<file path="src/rtl/fetch_stage_if.sv">
// -----------------------------------------------------------------------------
// fetch_stage_if
// Memory bus between the fetch/memory stage of the multicycle CPU and the
// instruction/data memory.
//
//   mem_req   : fetch -> mem  request strobe (held until mem_ready)
//   mem_we    : fetch -> mem  1 = write, 0 = read
//   mem_addr  : fetch -> mem  byte address
//   mem_rdata : mem -> fetch  read data, valid when mem_ready=1
//   mem_ready : mem -> fetch  current request completes this cycle
//
// Modports: master (fetch stage side), slave (memory side).
// -----------------------------------------------------------------------------
interface fetch_stage_if;
    logic        mem_req;
    logic        mem_we;
    logic [31:0] mem_addr;
    logic [31:0] mem_rdata;
    logic        mem_ready;

    modport master (
        output mem_req,
        output mem_we,
        output mem_addr,
        input  mem_rdata,
        input  mem_ready
    );

    modport slave (
        input  mem_req,
        input  mem_we,
        input  mem_addr,
        output mem_rdata,
        output mem_ready
    );
endinterface

</file>
<file path="src/rtl/fetch_stage.sv">
// -----------------------------------------------------------------------------
// fetch_stage
// PC / IR / MDR datapath of a multicycle MIPS-style CPU together with a small
// memory handshake FSM (IDLE/WAIT) that stretches memory accesses and raises
// stall so the control unit holds its state while a transaction is pending.
//
// Parameters
//   RESET_PC : PC value loaded on reset
//   MAX_WAIT : number of WAIT cycles (1..15) before the access is abandoned
//              and the sticky mem_timeout flag is set
//
// Ports
//   clk, Reset        : clock, synchronous active-high reset
//   PCWrite, PCWriteCond, IorD, MemRead, MemWrite, IRWrite : control strobes
//   PCSource[1:0]     : next PC select (0 ALUResult, 1 ALUOut, 2 jump, 3 hold)
//   Zero              : ALU zero flag (for conditional PC write)
//   ALUResult, ALUOut : ALU combinational / registered result
//   mem               : memory bus (fetch_stage_if.master)
//   PC, IR, MDR       : architectural registers
//   opcode            : IR[31:26]
//   stall             : memory transaction pending this cycle
//   mem_timeout       : sticky wait-limit error
//   misalign          : sticky misaligned PC target flag
//
// Configuration macro
//   FETCH_MISALIGN_TRAP_EN : when defined, a PC load with target[1:0]!=0 is
//   suppressed and sets misalign. When undefined, the low two target bits are
//   cleared on load and misalign is tied low.
// -----------------------------------------------------------------------------
module fetch_stage #(
    parameter logic [31:0] RESET_PC = 32'h0000_0000,
    parameter int          MAX_WAIT = 15
) (
    input  logic                 clk,
    input  logic                 Reset,
    input  logic                 PCWrite,
    input  logic                 PCWriteCond,
    input  logic                 IorD,
    input  logic                 MemRead,
    input  logic                 MemWrite,
    input  logic                 IRWrite,
    input  logic [1:0]           PCSource,
    input  logic                 Zero,
    input  logic [31:0]          ALUResult,
    input  logic [31:0]          ALUOut,
    fetch_stage_if.master        mem,
    output logic [31:0]          PC,
    output logic [31:0]          IR,
    output logic [31:0]          MDR,
    output logic [5:0]           opcode,
    output logic                 stall,
    output logic                 mem_timeout,
    output logic                 misalign
);

    localparam logic [3:0] WAIT_LIMIT = 4'(MAX_WAIT);

    typedef enum logic {IDLE, WAIT} state_t;

    state_t      state, state_nxt;
    logic [31:0] addr_q;
    logic        we_q;
    logic        irw_q;
    logic [3:0]  wait_cnt;
    logic [3:0]  wait_cnt_inc;

    // Combinational FSM decodes
    logic        req_new;
    logic [31:0] addr_new;
    logic        ld_mdr;
    logic        ld_ir;
    logic        latch_req;
    logic        timeout_evt;
    logic        cnt_step;

    // PC path
    logic        pc_en;
    logic [31:0] pc_sel;
    logic [31:0] pc_tgt;
    logic        pc_ld;

    assign req_new      = MemRead | MemWrite;
    assign addr_new     = IorD ? ALUOut : PC;
    assign wait_cnt_inc = wait_cnt + 4'd1;
    assign opcode       = IR[31:26];

    // -------------------------------------------------------------------------
    // Memory FSM: next state and bus outputs
    // -------------------------------------------------------------------------
    always_comb begin
        state_nxt    = state;
        mem.mem_req  = 1'b0;
        mem.mem_we   = 1'b0;
        mem.mem_addr = addr_new;
        stall        = 1'b0;
        ld_mdr       = 1'b0;
        ld_ir        = 1'b0;
        latch_req    = 1'b0;
        timeout_evt  = 1'b0;
        cnt_step     = 1'b0;

        // Reset silences the bus and aborts any pending access.
        if (!Reset) begin
            case (state)
                IDLE: begin
                    if (req_new) begin
                        mem.mem_req = 1'b1;
                        mem.mem_we  = MemWrite;
                        if (mem.mem_ready) begin
                            // Zero-wait completion; a write overrides a read.
                            ld_mdr = ~MemWrite;
                            ld_ir  = ~MemWrite & IRWrite;
                        end else begin
                            // Stall already in the request cycle so the control
                            // unit cannot advance PC past the pending fetch.
                            stall     = 1'b1;
                            latch_req = 1'b1;
                            state_nxt = WAIT;
                        end
                    end
                end
                WAIT: begin
                    mem.mem_req  = 1'b1;
                    mem.mem_we   = we_q;
                    mem.mem_addr = addr_q;
                    if (mem.mem_ready) begin
                        ld_mdr    = ~we_q;
                        ld_ir     = irw_q;
                        state_nxt = IDLE;
                    end else begin
                        stall = 1'b1;
                        if (wait_cnt_inc == WAIT_LIMIT) begin
                            // Give up: flag the error, drop the access, no loads.
                            timeout_evt = 1'b1;
                            state_nxt   = IDLE;
                        end else begin
                            cnt_step = 1'b1;
                        end
                    end
                end
                default: state_nxt = IDLE;
            endcase
        end
    end

    // -------------------------------------------------------------------------
    // Next-PC selection
    // -------------------------------------------------------------------------
    always_comb begin
        case (PCSource)
            2'd0:    pc_sel = ALUResult;
            2'd1:    pc_sel = ALUOut;
            2'd2:    pc_sel = {PC[31:28], IR[25:0], 2'b00};
            default: pc_sel = PC;
        endcase
    end

    assign pc_en = (PCWrite | (PCWriteCond & Zero)) & ~stall;

`ifdef FETCH_MISALIGN_TRAP_EN
    logic mis_set;
    logic misalign_q;

    assign pc_tgt   = pc_sel;
    assign pc_ld    = pc_en & (pc_sel[1:0] == 2'b00);
    assign mis_set  = pc_en & (pc_sel[1:0] != 2'b00);
    assign misalign = misalign_q;

    always_ff @(posedge clk) begin
        if (Reset) begin
            misalign_q <= 1'b0;
        end else if (mis_set) begin
            misalign_q <= 1'b1;
        end
    end
`else
    assign pc_tgt   = {pc_sel[31:2], 2'b00};
    assign pc_ld    = pc_en;
    assign misalign = 1'b0;
`endif

    // -------------------------------------------------------------------------
    // State and architectural registers
    // -------------------------------------------------------------------------
    always_ff @(posedge clk) begin
        if (Reset) begin
            state       <= IDLE;
            wait_cnt    <= 4'd0;
            mem_timeout <= 1'b0;
            addr_q      <= 32'd0;
            we_q        <= 1'b0;
            irw_q       <= 1'b0;
            PC          <= RESET_PC;
            IR          <= 32'd0;
            MDR         <= 32'd0;
        end else begin
            state <= state_nxt;

            if (latch_req) begin
                addr_q   <= addr_new;
                we_q     <= MemWrite;
                irw_q    <= IRWrite & ~MemWrite;
                wait_cnt <= 4'd0;
            end else if (cnt_step) begin
                wait_cnt <= wait_cnt_inc;
            end else begin
                wait_cnt <= 4'd0;
            end

            if (timeout_evt) begin
                mem_timeout <= 1'b1;
            end

            if (ld_mdr) begin
                MDR <= mem.mem_rdata;
            end
            if (ld_ir) begin
                IR <= mem.mem_rdata;
            end

            if (pc_ld) begin
                PC <= pc_tgt;
            end
        end
    end

endmodule

</file>
<file path="src/flat_wrapper.sv">
// flat-port wrapper written by rule: the top's interface ports become plain ports
module fetch_stage_flat 
#(
    parameter logic [31:0] RESET_PC = 32'h0000_0000,
    parameter int          MAX_WAIT = 15
)
  (clk, Reset, PCWrite, PCWriteCond, IorD, MemRead, MemWrite, IRWrite, PCSource, Zero, ALUResult, ALUOut, PC, IR, MDR, opcode, stall, mem_timeout, misalign, mem_mem_req, mem_mem_we, mem_mem_addr, mem_mem_rdata, mem_mem_ready);
  fetch_stage_if mem_i ();
  input  logic clk;
  input  logic Reset;
  input  logic PCWrite;
  input  logic PCWriteCond;
  input  logic IorD;
  input  logic MemRead;
  input  logic MemWrite;
  input  logic IRWrite;
  input  logic [1:0] PCSource;
  input  logic Zero;
  input  logic [31:0] ALUResult;
  input  logic [31:0] ALUOut;
  output logic [31:0] PC;
  output logic [31:0] IR;
  output logic [31:0] MDR;
  output logic [5:0] opcode;
  output logic stall;
  output logic mem_timeout;
  output logic misalign;
  output wire logic [$bits(mem_i.mem_req)-1:0] mem_mem_req;
  output wire logic [$bits(mem_i.mem_we)-1:0] mem_mem_we;
  output wire logic [$bits(mem_i.mem_addr)-1:0] mem_mem_addr;
  input wire logic [$bits(mem_i.mem_rdata)-1:0] mem_mem_rdata;
  input wire logic [$bits(mem_i.mem_ready)-1:0] mem_mem_ready;
  assign mem_mem_req = mem_i.mem_req;
  assign mem_mem_we = mem_i.mem_we;
  assign mem_mem_addr = mem_i.mem_addr;
  assign mem_i.mem_rdata = mem_mem_rdata;
  assign mem_i.mem_ready = mem_mem_ready;
  fetch_stage #(.RESET_PC(RESET_PC), .MAX_WAIT(MAX_WAIT)) u_core (.clk(clk), .Reset(Reset), .PCWrite(PCWrite), .PCWriteCond(PCWriteCond), .IorD(IorD), .MemRead(MemRead), .MemWrite(MemWrite), .IRWrite(IRWrite), .PCSource(PCSource), .Zero(Zero), .ALUResult(ALUResult), .ALUOut(ALUOut), .mem(mem_i), .PC(PC), .IR(IR), .MDR(MDR), .opcode(opcode), .stall(stall), .mem_timeout(mem_timeout), .misalign(misalign));
endmodule
</file>
<file path="config.mk">
export PLATFORM = sky130hd
export DESIGN_NAME = fetch_stage_flat
export DESIGN_NICKNAME = d
export VERILOG_FILES = /design/src/rtl/fetch_stage_if.sv /design/src/rtl/fetch_stage.sv /design/src/flat_wrapper.sv
export SDC_FILE = /design/constraint.sdc
export NUM_CORES = 1
export LEC_CHECK = 0
export CORE_MARGIN = 2
export CORE_UTILIZATION = 59
export CTS_CLUSTER_SIZE = 10
export DETAILED_ROUTE_END_ITERATION = 6
export DONT_BUFFER_PORTS = 1
export HOLD_SLACK_MARGIN = 0.03
export PLACE_DENSITY = 0.71
export SLEW_MARGIN = 20
export SYNTH_ARGS = -nofsm -noshare
export SYNTH_HDL_FRONTEND = slang
export SYNTH_SLANG_ARGS = --single-unit
</file>
<file path="constraint.sdc">
create_clock -name clk -period 4 [get_ports clk]
set_clock_uncertainty 0.05 [all_clocks]
set_input_delay 0.4 -clock clk [delete_from_list [all_inputs] [get_ports clk]]
set_output_delay 0.4 -clock clk [all_outputs]
set_load 0.01 [all_outputs]
</file>
Word-level counts from Yosys, hierarchy flattened
Index checks and enable logic that the tools add are counted.
{"block": "word_totals", "inputBits": 108, "word_cells": 66, "out_inout_bits": 139, "regBits": 134}
{"block": "op_classes", "bitwise_logic": 11, "muxes": 35, "reduce_logical": 6, "addsub": 1, "n_eq_ne": 3}
{"op": "$mux 32", "count": 3}
{"op": "$pmux 32 s3", "count": 1}
{"op": "$mux 1", "count": 25}
{"op": "$pmux 1 s2", "count": 6}
{"op": "$not 1->1", "count": 6}
{"op": "$add 4x1->4 const B", "count": 1}
{"op": "$eq 4x4->1 const B", "count": 1}
{"op": "$and 1x1->1", "count": 3}
{"op": "$reduce_and 3->1", "count": 1}
{"op": "$reduce_bool 3->1", "count": 1}
{"op": "$reduce_or 3->1", "count": 1}
{"op": "$eq 2x1->1 const B", "count": 1}
{"op": "$eq 2x2->1 const B", "count": 1}
{"op": "$logic_not 2->1", "count": 1}
{"op": "$or 1x1->1", "count": 2}
{"op": "$reduce_and 2->1", "count": 1}
{"op": "$reduce_bool 2->1", "count": 1}

Depth between registers and ports, before layout
Gate-level depths: netlist (run 1).
{"block": "logic_depth", "depth_word": 8, "ltp_mapped": 7, "ltp_nobuf": 6}

Worst setup path before layout (run 1)
No wires, ideal clock.
{"block": "synth_path", "kind": "input -> output", "start": "input Reset", "end": "output mem_mem_addr[10]", "path_buffers": 3, "arrival_ps": 1597, "t_required_ps": 3550, "path_slack_ps": 1953, "stages": 6, "cell_sequence": "clkbuf_1 nand2b_1 clkbuf_1 buf_1 nor2_1 a21oi_1"}
{"block": "synth_via", "elab_chain_len": 1}
{"element": "start: declaration", "line_no": "flat_wrapper.sv:10", "rtl": "input logic Reset;"}
{"element": "$mux 32", "line_no": "fetch_stage.sv:103", "rtl": "if (!Reset) begin"}
{"element": "end: declaration", "line_no": "flat_wrapper.sv:30", "rtl": "output wire logic [$bits(mem_i.mem_addr)-1:0] mem_mem_addr;"}
No other way between the ends.

Worst setup path after layout (run 1)
{"block": "layout_path", "start": "register u_core.state", "end": "output mem_mem_addr[6]"}
{"block": "layout_via", "elab_chain_len": 2}
{"element": "start: declaration", "line_no": "fetch_stage.sv:60", "rtl": "state_t state, state_nxt;"}
{"element": "start signal: assignment", "line_no": "fetch_stage.sv:197", "rtl": "state <= state_nxt;"}
{"element": "$mux 32", "line_no": "fetch_stage.sv:104", "rtl": "case (state)"}
{"element": "$mux 32", "line_no": "fetch_stage.sv:103"}
No other way between the ends.

==> results of run 1 <==
power breakdown:
group | total, mW | switching (mW) | internal, mW
clock | 1.54 | 0.584 | 0.958
sequential | 1.50 | 0.0861 | 1.41
combinational | 0.410 | 0.241 | 0.169
total | 3.45 | 0.910 | 2.54
per-layer routing:
layer  part of all wire, %  global-route usage (%)  routed length [µm]
met5                     0                       0                   0
met3                   9.1                    10.3                1540
met2                    46                    45.1                7880
met4                   2.8                    12.3                 474
met1                    42                    37.1                7120
placed cells by master, fill, tap and decap left out, drive strengths merged, types with 2 or more instances in the layout:
cell         instances
clkinv               5
buf                  5
clkbuf              18
o21ai                7
nand2                5
nand3b               2
ha                   2
nand3                5
nor2               189
a21oi               61
dlygate4sd3         40
nor3                 2
mux2i              125
bufinv               3
nor2b                4
conb                 3
dfxtp              134
inv                  4
clkinvlp             4
a211oi              62
worst paths after layout:
| path | to | startpoint | slack, ps | depth (start not counted) |
|---|---|---|---|---|
| setup / recovery | mem_mem_addr[6] | u_core.state$_SDFF_PP0_ | 1510 | 2 |
| hold / removal | u_core.PC[28]$_SDFFE_PP0P_ | ALUResult[28] | 80 | 2 |
| setup reg to reg | u_core.irw_q$_SDFFE_PP0P_ | u_core.state$_SDFF_PP0_ | 1620 | 5 |
| hold reg to reg | u_core.addr_q[1]$_SDFFE_PP0P_ | u_core.addr_q[1]$_SDFFE_PP0P_ | 420 | 2 |
timing repair:
action | 4_1_cts | 5_1_grt
hold buffers | 41 | 0
endpoints found under the setup margin | 0 | 0
hold endpoints to repair | 130 | 0
setup buffers | 0 | 0
logic make-up after synthesis:
| kind of cell | after synthesis |
|---|---|
| simple gates | 214 |
| compound gates | 134 |
| flops | 134 |
| mux | 125 |
| buf+inv | 69 |
| fa+ha+maj | 2 |
| xor+xnor | 2 |
| other cells | 1 |
state kept, by name, summed over array words and instances (netlist names):
signal / flops
u_core.IR: 32
u_core.MDR: 32
u_core.PC: 30
u_core.addr_q: 32
u_core.irw_q: 1
u_core.mem_timeout: 1
u_core.state: 1
u_core.wait_cnt: 4
u_core.we_q: 1
through the flow:
step / setup WS (ps) / std cells / total power [mW] / cell area, µm²
after floorplan: 1950 / 683 / 1.84 / 6170
after global placement: 1750 / 758 / 1.85 / 6080
after detailed placement: 1700 / 758 / 1.86 / 6080
after CTS: 1180 / 829 / 3.45 / 7090
after global routing: 1410 / 829 / 3.57 / 7100
final: 1510 / 829 / 3.45 / 7100
area by class of cell:
class | instances | share of cell area, %
multi-input combinational | 480 | 45.0
sequential | 134 | 37.8
timing repair buffer | 45 | 6.45
clock buffer | 18 | 6.02
tap | 136 | 2.40
clock inverter | 12 | 2.20
inverter | 4 | 0.211
worst max-delay path, cell delays in order, from the launching register on:
cell	delay [ps]
dfxtp_1	580
nand2b_4	440
a21oi_1	480
==> flow_summary_export.csv, run 1 <==
group,metric,value,unit
floorplan,start_util,60.3,%
timing,setup_tns,0,ps
run_status,outcome,"finished clean",
logic_synthesis,yosysMostFrequentCell,"nor2_1",
worst_setup_path,arrival,2040,ps
timing,period_needed,2490,ps
timing,tightest_slew,667,ps
hold_path,hp-class,"in2reg",
cts,cts_resized,0,
worst_setup_path,worstPathRequired,3550,ps
power,peakVddDrop,281,µV
timing,finalSetupViolations,0,
logic_synthesis,ys.flop_type,"dfxtp_1",
flow_run,max_cap_violations,0,
timing,fin_hold_ws,75.9,ps
final_layout,syn_to_final_growth,15.2,%
routing,post-route-drc-count,0,
logic_synthesis,ys_types,34,
logic_synthesis,synthMuxAreaShare,20.3,%
final_layout,seq_area,2680,µm²
floorplan,die_h,106,µm
placed_design,dp_hpwl,11000,µm
timing,fin_crit_sh,62.3,%
cts,clkSinkCount,134,
grt,antenna_found_initial,0,
routing,wl,17000,µm
timing,report.final.slew_viol_count,0,
cts,clk_pin_slew_worst_paths,60,ps
grt,grt_pass1_wl,25500,µm
worst_setup_path,crit_type,"reg2out",
routing,drt-pass1-iter-count,7,
final_layout,drive_above_1_share,9.81,%
logic_synthesis,syn_inst,681,
logic_synthesis,synth-simple-area-share,14.0,%
logic_synthesis,synth_compound_area_share,15.9,%
worst_setup_path,end_kind,"output pin",
timing,hold_viol,0,
logic_synthesis,synth_area,6170,µm²
grt,grt_pass1_vias,4727,
cts,insertion_delay,520,ps
power,power.leakage,3.18,nW
routing,drtAntennaViolNets,0,
power,powerDensity,485,nW/µm²
routing,vias,5000,
logic_synthesis,ys_top_cells_by_count,"189 x nor2_1, 134 x dfxtp_1, 125 x mux2i_1, 61 x a21oi_1, 37 x a211oi_1",
floorplan,die_area,11300,µm²
logic_synthesis,synth-xor-area-share,0.284,%
floorplan,core,10200,µm²
final_layout,finalNetCount,792,
routing,drt_iter0_markers,465,
logic_synthesis,synthArstFlopShare,0,%
cts,cts_tree,"built",
grt,overflow,0,
floorplan,rows,37,
cts,cts_buffers,17,
logic_synthesis,synth_top_area_share,43.5,%
worst_setup_path,critPathLaunchType,"flop",
logic_synthesis,yosysSeqAreaShare,43.5,%
final_layout,multiInputGateArea,3190,µm²
placed_design,gp_congestion,0.845,
final_layout,post-route-util,69.4,%
cts,ctsHtreeMaxLevel,4,
floorplan,ios,247,
floorplan,die_w,106,µm
logic_synthesis,syn_avg_cell_area,9.05,µm²
cts,clockBufferDepth,2,
final_layout,n_antenna_cell,0,
logic_synthesis,ys_ff_latch,134,
logic_synthesis,synth-edff-count,0,
final_layout,fillers,793,
cts,cts_root_buf,"clkbuf_8",
logic_synthesis,synth_top_family_by_area,"multiplexers",
grt,grt_max_degree,131,
timing,max_freq,401,MHz
timing,rsz0062_at_grt,"no",
logic_synthesis,synth_warnings,0,
placed_design,portBuffers,0,
grt,grtUsageTotal,29.2,%
routing,routed_via_density,6.03,
logic_synthesis,yosysTopAreaCell,"dfxtp_1",
routing,post_drt_wl_per_cell,20.5,µm
timing,slew_headroom,55.4,%
logic_synthesis,synth_adder_area_share,0.406,%
logic_synthesis,synth_area_leaders,"dfxtp_1 44%, mux2i_1 20%, nor2_1 12%",
worst_setup_path,crit_fanout,65,
Power figures use the tool's default switching activity.
==> run 2, diff against run 1 <==
==> constraint.sdc (replaced) <==
create_clock -name clk -period 2.5 [get_ports clk]
set_clock_uncertainty 0.05 [all_clocks]
set_input_delay 0.25 -clock clk [delete_from_list [all_inputs] [get_ports clk]]
set_output_delay 0.25 -clock clk [all_outputs]
set_load 0.01 [all_outputs]
==> run 2 against run 1 <==
Sequential share of layout area is 2.3 points lower. Register-to-register slack worse by 1600 ps. Routed wire length is 6.5% higher. Hold slack worse by 10 ps. Non-clock buffer count is 51 higher. Final cell count is 6.4% higher. Sequential power is 60% higher. Count of clock-buffer cells in the layout is 1 higher. Via count is 5.6% higher. Flip-flop and latch count stayed put. Clock power is 44% higher. Utilization is 4.5 points higher. Critical endpoint is now u_core.PC[6]$_SDFFE_PP0P_.
==> flow_summary_export.csv, run 2 (same netlist as run 1, synthesis figures left out) <==
group,metric,value,unit
run_status,outcome,"finished clean",
grt,busiest_layer,"met2",
placed_design,portBuffers,0,
timing,fin_hold_ws,65.9,ps
worst_setup_path,end_kind,"flop",
power,swShare,28.3,%
power,pwr-share-seq,44.7,%
final_layout,post-route-util,73.9,%
power,pwr-share-clk,41.4,%
cts,cts_buffers,17,
routing,vias,5278,
routing,wl,18100,µm
worst_setup_path,crit_fanout,34,
routing,drt-pass1-iter-count,6,
worst_setup_path,worstPathRequired,2900,ps
routing,post_drt_wl_per_cell,20.5,µm
worst_setup_path,crit_type,"reg2reg",
floorplan,rows,37,
power,combPwrFrac,13.9,%
placed_design,dp_slack,539,ps
placed_design,dp_hpwl,11300,µm
floorplan,start_util,60.3,%
cts,clk_pin_slew_worst_paths,60,ps
floorplan,ios,247,
timing,report.final.slew_viol_count,0,
timing,tightest_slew,1120,ps
grt,grt_max_degree,111,
cts,clockBufferDepth,2,
grt,overflow,0,
worst_setup_path,arrival,2840,ps
timing,slew_headroom,25.2,%
final_layout,final_cell_mix,"189 x nor2_1, 134 x dfxtp_1, 125 x mux2i_1, 86 x dlygate4sd3_1, 61 x a21oi_1",
floorplan,core,10200,µm²
placed_design,gp_congestion,0.860,
timing,finalSetupViolations,0,
grt,use_met3,9.93,%
cts,cts_root_buf,"clkbuf_8",
floorplan,die_w,106,µm
grt,grt_pass1_vias,5234,
power,internal_power,3.84,mW
floorplan,die_area,11300,µm²
grt,use_met1,38.9,%
final_layout,finalNetCount,843,
timing,period_needed,2440,ps
hold_path,hp-class,"in2reg",
floorplan,die_h,106,µm
cts,insertion_delay,510,ps
routing,post-route-drc-count,0,
final_layout,layout_commonest_cell,"nor2_1",
power,power.leakage,3.43,nW
cts,ctsHtreeMaxLevel,4,
final_layout,top_regs,"u_core.IR x32, u_core.MDR x32, u_core.addr_q x32",
flow_run,max_cap_violations,0,
timing,hold_viol,0,
power,peakVddDrop,519,µV
power,switching_power,1.52,mW
routing,drt_iter0_markers,542,
worst_setup_path,critPathLaunchType,"flop",
cts,cts_tree,"built",
timing,max_freq,410,MHz
power,powerDensity,709,nW/µm²
routing,routed_via_density,5.98,
final_layout,n_antenna_cell,0,
grt,grtUsageMet2,51.6,%
timing,fin_crit_sh,97.6,%
final_layout,drive_above_1_share,9.79,%
cts,clkSinkCount,134,
grt,antenna_found_initial,0,
timing,fin_ws,60.6,ps
grt,grt_pass1_wl,27800,µm
grt,grtUsageTotal,31.8,%
timing,rsz0062_at_grt,"yes",
final_layout,syn_to_final_growth,22.6,%
routing,drtAntennaViolNets,0,
[run 2: cell types whose count changed in the layout (fill, tap and decap cells not counted), sizes merged, moves of 2 or more]
cell	change
dlygate4sd3	+46
clkbuf	+2
inv	+3
bufinv	-3
buf	+3
[run 2: what timing repair did]
action,in CTS,in global routing
hold buffers,88,0
resized for setup,0,4
endpoints found under the hold margin,134,0
endpoints found under the setup margin,0,12
setup buffers,0,0
[run 2: cell type report]
class	count	area, µm²
timing repair buffer	96	983
multi-input combinational	480	3180
fill	725	2670
sequential	134	2680
clock inverter	13	101
tap	136	170
clock buffer	19	432
inverter	4	15.0
[run 2: routing by layer]
metal,vias up,routed length (µm)
met5,-,0
met4,0,462
met3,37,1630
met2,287,8750
met1,2489,7270
li1,2465,-
[run 2: worst max-delay path, cell delays in order (launching register included)]
cell	delay, ps
dfxtp_1	410
or3_4	430
a221oi_4	260
clkbuf_8	340
nor2_1	90
a211oi_2	190
dlygate4sd3_1	570
[run 2: worst paths after layout]
kind	start	slack [ps]	cells after the start	to
setup reg to reg	u_core.state$_SDFF_PP0_	60	6	u_core.PC[6]$_SDFFE_PP0P_
setup / recovery	u_core.state$_SDFF_PP0_	60	6	u_core.PC[6]$_SDFFE_PP0P_
hold reg to reg	u_core.addr_q[0]$_SDFFE_PP0P_	440	2	u_core.addr_q[0]$_SDFFE_PP0P_
hold / removal	MemWrite	70	2	u_core.state$_SDFF_PP0_
[run 2: through the flow]
step	instances	setup TNS (ps)	cell area (µm²)	total power, mW
finish	882	0	7560	5.36
global route	882	-201	7560	5.56
CTS	882	0	7550	5.36
detailed placement	762	0	6120	2.99
global placement	762	0	6120	2.97
floorplan	683	0	6170	2.94
[run 2: power groups by stage]
stage | Combinational [mW] | Clock [mW] | Sequential, mW
after CTS | 0.729 | 2.24 | 2.39
after detailed placement | 0.555 | 0 | 2.44
final | 0.746 | 2.22 | 2.40
after global placement | 0.536 | 0 | 2.43
after floorplan | 0.545 | 0 | 2.40
after global routing | 0.807 | 2.35 | 2.41
